==> config.mk <==
export PLATFORM = sky130hd
export DESIGN_NAME = rd_ctrl
export DESIGN_NICKNAME = d
export VERILOG_FILES = /design/src/rtl/fifo_pkg.sv /design/src/rtl/rd_ctrl_sync_2ff.sv /design/src/rtl/rd_ctrl.sv
export SDC_FILE = /design/constraint.sdc
export NUM_CORES = 1
export LEC_CHECK = 0
export ABC_AREA = 1
export CORE_MARGIN = 2
export CORE_UTILIZATION = 39
export DETAILED_ROUTE_END_ITERATION = 16
export GPL_TIMING_DRIVEN = 0
export PLACE_DENSITY = 0.78
export SKIP_CTS_REPAIR_TIMING = 1
export SYNTH_ARGS = -nofsm -noshare
export SYNTH_HDL_FRONTEND = slang
export SYNTH_HIERARCHICAL = 1
export SYNTH_SLANG_ARGS = --single-unit
==> constraint.sdc <==
create_clock -name rclk -period 2.2 [get_ports rclk]
set_input_delay 0.22 -clock rclk [delete_from_list [all_inputs] [get_ports rclk]]
set_output_delay 0.22 -clock rclk [all_outputs]
set_load 0.02 [all_outputs]
==> src/rtl/fifo_pkg.sv <==
// fifo_pkg
// Shared definitions for both sides of the asynchronous FIFO.
//   ADDR_W_DEF : default RAM address width
//   PTR_W      : pointer width (one extra wrap bit above the address)
//   bin2gray   : binary to reflected Gray code
//   gray2bin   : reflected Gray code to binary
// Both conversions work on a zero-extended 32-bit word, so a caller of any
// width up to 32 bits converts by extending its value in and truncating the
// result back to its own width.
package fifo_pkg;

  localparam int ADDR_W_DEF = 4;
  localparam int PTR_W      = ADDR_W_DEF + 1;
  localparam int CONV_W     = 32;

  function automatic logic [CONV_W-1:0] bin2gray(input logic [CONV_W-1:0] b);
    return b ^ (b >> 1);
  endfunction

  // Each binary bit is the XOR of its own Gray bit and every Gray bit above
  // it. Zero upper bits add nothing, so this holds for any narrower width.
  function automatic logic [CONV_W-1:0] gray2bin(input logic [CONV_W-1:0] g);
    logic [CONV_W-1:0] b;
    b = '0;
    for (int i = 0; i < CONV_W; i++) begin
      b[i] = ^(g >> i);
    end
    return b;
  endfunction

endpackage

==> src/rtl/rd_ctrl_sync_2ff.sv <==
// sync_2ff
// Two-flop synchronizer for a multi-bit Gray-coded bus. Only one bit of the
// bus changes per source update, so per-bit synchronization is safe.
//   clk   : destination-domain clock
//   rst_n : synchronous active-low reset, clears both stages
//   d     : asynchronous input bus
//   q1    : first-stage flop (possibly metastable, exposed for observation)
//   q     : second-stage flop, safe to use in the destination domain
module sync_2ff #(
  parameter int WIDTH = 5
) (
  input  logic             clk,
  input  logic             rst_n,
  input  logic [WIDTH-1:0] d,
  output logic [WIDTH-1:0] q1,
  output logic [WIDTH-1:0] q
);

  always_ff @(posedge clk) begin
    if (!rst_n) begin
      q1 <= '0;
      q  <= '0;
    end else begin
      q1 <= d;
      q  <= q1;
    end
  end

endmodule

==> src/rtl/rd_ctrl.sv <==
// rd_ctrl
// Read-side controller of the asynchronous FIFO, entirely in the rclk domain.
// Owns the binary/Gray read pointer, brings the write pointer across with a
// two-flop synchronizer, and produces registered empty, almost-empty and
// level flags, the RAM read address and registered read data.
//   rclk          : read clock
//   rrst_n        : synchronous active-low reset
//   rinc          : read request from the consumer
//   wptr          : Gray write pointer from the write domain (asynchronous)
//   rmem_data     : RAM read data, combinational from raddr
//   rptr          : registered Gray read pointer, to the write domain
//   raddr         : RAM read address (low bits of the binary read pointer)
//   rdata         : registered read data
//   rvalid        : one-cycle pulse qualifying rdata
//   rempty        : registered empty flag
//   ralmost_empty : registered, high when rlevel <= AE_THRESH
//   rlevel        : registered occupancy as seen by the read side
//   runderflow    : sticky, set by a read request while empty
module rd_ctrl
  import fifo_pkg::*;
#(
  parameter int ADDR_WIDTH = ADDR_W_DEF,
  parameter int DATA_WIDTH = 32,
  parameter int AE_THRESH  = 2
) (
  input  logic                  rclk,
  input  logic                  rrst_n,
  input  logic                  rinc,
  input  logic [ADDR_WIDTH:0]   wptr,
  input  logic [DATA_WIDTH-1:0] rmem_data,
  output logic [ADDR_WIDTH:0]   rptr,
  output logic [ADDR_WIDTH-1:0] raddr,
  output logic [DATA_WIDTH-1:0] rdata,
  output logic                  rvalid,
  output logic                  rempty,
  output logic                  ralmost_empty,
  output logic [ADDR_WIDTH:0]   rlevel,
  output logic                  runderflow
);

  localparam int PW = ADDR_WIDTH + 1;
  localparam logic [PW-1:0] AE_T = PW'(AE_THRESH);

  logic [PW-1:0] rbin;
  logic [PW-1:0] rbin_next;
  logic [PW-1:0] rgray_next;
  logic [PW-1:0] wq1;
  logic [PW-1:0] wq2;
  logic [PW-1:0] wbin_s;
  logic [PW-1:0] level_next;
  logic          rd_en;

  // ---- stage: write pointer crossing (wq1 -> wq2) ----
  sync_2ff #(
    .WIDTH (PW)
  ) u_wptr_sync (
    .clk   (rclk),
    .rst_n (rrst_n),
    .d     (wptr),
    .q1    (wq1),
    .q     (wq2)
  );

  // ---- stage: next-pointer and flag arithmetic (combinational) ----
  // A request while empty is ignored here and only recorded as underflow.
  assign rd_en      = rinc & ~rempty;
  assign rbin_next  = rbin + PW'(rd_en);
  assign rgray_next = PW'(bin2gray(CONV_W'(rbin_next)));
  assign wbin_s     = PW'(gray2bin(CONV_W'(wq2)));
  // Modulo-2^PW subtraction; the wrap bit makes a full FIFO read as 2^ADDR.
  assign level_next = wbin_s - rbin_next;

  assign raddr = rbin[ADDR_WIDTH-1:0];

  // ---- stage: registered pointer, flags and read data ----
  // Flags use the post-read pointer, so the read that drains the last word
  // raises rempty on the same edge and blocks the next request.
  always_ff @(posedge rclk) begin
    if (!rrst_n) begin
      rbin          <= '0;
      rptr          <= '0;
      rdata         <= '0;
      rvalid        <= 1'b0;
      rempty        <= 1'b1;
      ralmost_empty <= 1'b1;
      rlevel        <= '0;
      runderflow    <= 1'b0;
    end else begin
      rbin          <= rbin_next;
      rptr          <= rgray_next;
      rempty        <= (rgray_next == wq2);
      rlevel        <= level_next;
      ralmost_empty <= (level_next <= AE_T);
      rvalid        <= rd_en;
      runderflow    <= runderflow | (rinc & rempty);
      if (rd_en) begin
        rdata <= rmem_data;
      end
    end
  end

endmodule
==> run_results.csv <==
group,metric,value,unit
outcome,status,"finished, final reports clean",
synth,yosysWarningCount,6,
global_route,first_global_vias,2057,
sta,slew-limit-headroom,66.78,%
synth,synth-seq-cells,60,
die,fp.dieArea,0.006594,sq mm
setup_path,crit_arrival,2.36,ns
setup_path,cp_slowest_cell,"dfxtp_2",
synth,netlist_area,0.002325,sq mm
cts,h-tree-depth,3,
die,initial_core_util,39.73,%
cts,numCtsBuffers,9,
hold_path,min_path_type,"in2reg",
synth,synth_cells,300,
setup_path,cp_max_fo,5,
die,rows,28,
global_route,track_usage,17.34,%
global_route,antenna_found_initial,0,
sta,min_period,2.148,ns
synth,postSynthAreaPerCell,7.749,sq um
placement,post-place-cells,464,
sta,clock.fmax,465.5,MHz
die,pin_count,90,
cells_and_area,area_growth,58.29,%
cells_and_area,utilization,62.90,%
cells_and_area,design_area,0.003680,sq mm
cells_and_area,multiInputGateArea,0.001045,sq mm
cts,cts_tree,"yes",
cts,cts_max_path_buffers,2,
die,chipHeight,81.21,um
global_route,grt_max_degree,11,
route,drtAntennaViolNets,0,
cts,clk_latency,0.32,ns
route,drt_wl_total,5753,um
placement,gp_congestion,0.7902,
route,routedWlPerCell,11.74,um
cells_and_area,layout_common_cells,"clkdlybuf4s50_1, nor2_1, dfxtp_1, nand2_1, o21ai_0",
synth,netlist_top_cells_area,"dfxtp_1, nor2_1, nand2_1, o21ai_0, inv_1",
cts,cts.sinks,60,
power_and_ir_drop,p_per_area,791.7,mW/mm^2
cells_and_area,diodes,0,
synth,ys_types,23,
setup_path,path_buf_inv,3,
synth,yosysSeqAreaShare,51.67,%
setup_path,worstPathCellList,"nor2_4 > buf_6 > ha_4 > ha_4 > buf_6 > nand2_1 > nand2_1 > inv_1 > ha_2 > nor3b_1 > nor2_1 > nand2_1 > nor2_2",
cts,cts_root_buf,"clkbuf_8",
global_route,grt_overflow,0,
cells_and_area,seq_area,0.001205,sq mm
synth,synth_nets,345,
placement,dp_hpwl,4041,um
power_and_ir_drop,ir_drop,0.0004680,V
sta,drv_slew,0,
sta,fin_crit_sh,97.65,%
setup_path,start_kind,"flip-flop",
sta,tightest_slew,0.4983,ns
sta,hold_viol_final,0,
synth,netlist.area_leader.share,51.67,%
cells_and_area,drive_gt1_share,13.49,%
die,core-area,0.005851,sq mm
cells_and_area,nets,455,
route,vias,2188,
setup_path,path_common_cell,"nand2_1",
sta,setup_tns,0,ns
setup_path,crit_required,2.42,ns
run,maxCapViolCount,0,
sta,hold_ws,0.1942,ns
cells_and_area,nFillCells,521,
setup_path,crit_path_end_kind,"flip-flop",
synth,synth_top_area_cell,"dfxtp_1",
placement,port_buffers,89,
route,via_per_inst,4.465,
setup_path,setup.worst_path.class,"reg2reg",
cells_and_area,instances_no_fill,490,
route,drc_errors,0,
die,die_x,81.21,um
cells_and_area,final_common_cell,"clkdlybuf4s50_1",
sta,setup_viol,0,
placement,place_area,0.003343,sq mm
setup_path,slowest_delay,0.36,ns
route,first_pass_iters,4,
global_route,grt_pass1_wl,8714,um
setup_path,path_delay_family,"adder cells",
power_and_ir_drop,power_leakage,1.660,nW
sta,fin_skew,0.005668,ns
cts,clkTransAtPathRegs,0.06,ns
route,first_iter_violations,67,
## logic make-up (layout without fill, tap and decap cells)
logic type,Yosys count,in the layout,synth area share [%]
DFF,60,60,51.67
adders and majority gates,5,5,2.691
xor gates and xnor gates,12,12,5.490
and+or+nand+nor,147,147,25.35
buffers and inverters,41,156,6.996
AOI/OAI and AO/OA,35,35,7.804
## area by class of cell
type | count | share of cell area (%)
Multi-Input combinational cell | 199 | 28.39
Inverter | 29 | 2.958
Clock inverter | 4 | 1.326
Clock buffer | 12 | 3.944
Buffer | 12 | 1.666
Sequential cell | 60 | 32.74
Tap cell | 75 | 2.550
Timing Repair Buffer | 99 | 26.42
## cell usage after synthesis, drive strengths merged
cell type / number
a21boi: 1
xnor2: 3
inv: 29
dfxtp: 60
xor2: 9
nand3: 7
ha: 5
clkbuf: 9
nor2: 85
nor3b: 1
o21ai: 32
buf: 3
nand2: 52
nand4: 2
a21oi: 2
## report_power, final
| part | switching (W) | total (W) | internal, W | leakage (nW) |
|---|---|---|---|---|
| Combinational | 0.000368 | 0.000715 | 0.000347 | 1.07 |
| Sequential | 0.0000509 | 0.00124 | 0.00119 | 0.494 |
| Clock | 0.000400 | 0.000953 | 0.000553 | 0.100 |
## per-stage QoR
step | total power (W) | worst slack (ns)
after global routing | 0.003061 | -0.04184
after CTS | 0.002904 | -0.3504
after global placement | 0.001930 | -0.6648
final | 0.002913 | 0.05172
after detailed placement | 0.001945 | -0.6870
after floorplan | 0.001620 | 0.003421
## routing by layer
layer,global-route usage (%),share of wire [%]
met4,6.610,1.5
met3,5.222,4.6
met1,20.10,42
met2,30.00,52
met5,0,0
## flip-flops by register name (all words and copies together) (netlist names)
| name | count |
|---|---|
| rdata | 32 |
| rbin | 5 |
| rlevel | 5 |
| u_wptr_sync/q1 | 5 |
| u_wptr_sync/q | 5 |
| rptr | 4 |
| ralmost_empty | 1 |
| rempty | 1 |
| runderflow | 1 |
| rvalid | 1 |
## worst paths after layout
| kind | from | endpoint | slack (ns) | cells past startpoint |
|---|---|---|---|---|
| hold reg to reg | u_wptr_sync/q1[0]$_SDFF_PN0_ | u_wptr_sync/q[0]$_SDFF_PN0_ | 0.41 | 2 |
| setup / recovery | rempty$_SDFF_PN1_ | ralmost_empty$_SDFF_PN1_ | 0.05 | 13 |
| setup reg to reg | rempty$_SDFF_PN1_ | ralmost_empty$_SDFF_PN1_ | 0.05 | 13 |
| hold / removal | rinc | runderflow$_SDFF_PN0_ | 0.19 | 3 |
## tightest hold or removal path: stages
cell and delay, ns:
dlymetal6s2s_1 0.11, a21oi_1 0.08, nor2_1 0.07
Note: power is estimated with default switching activity, not from simulation.
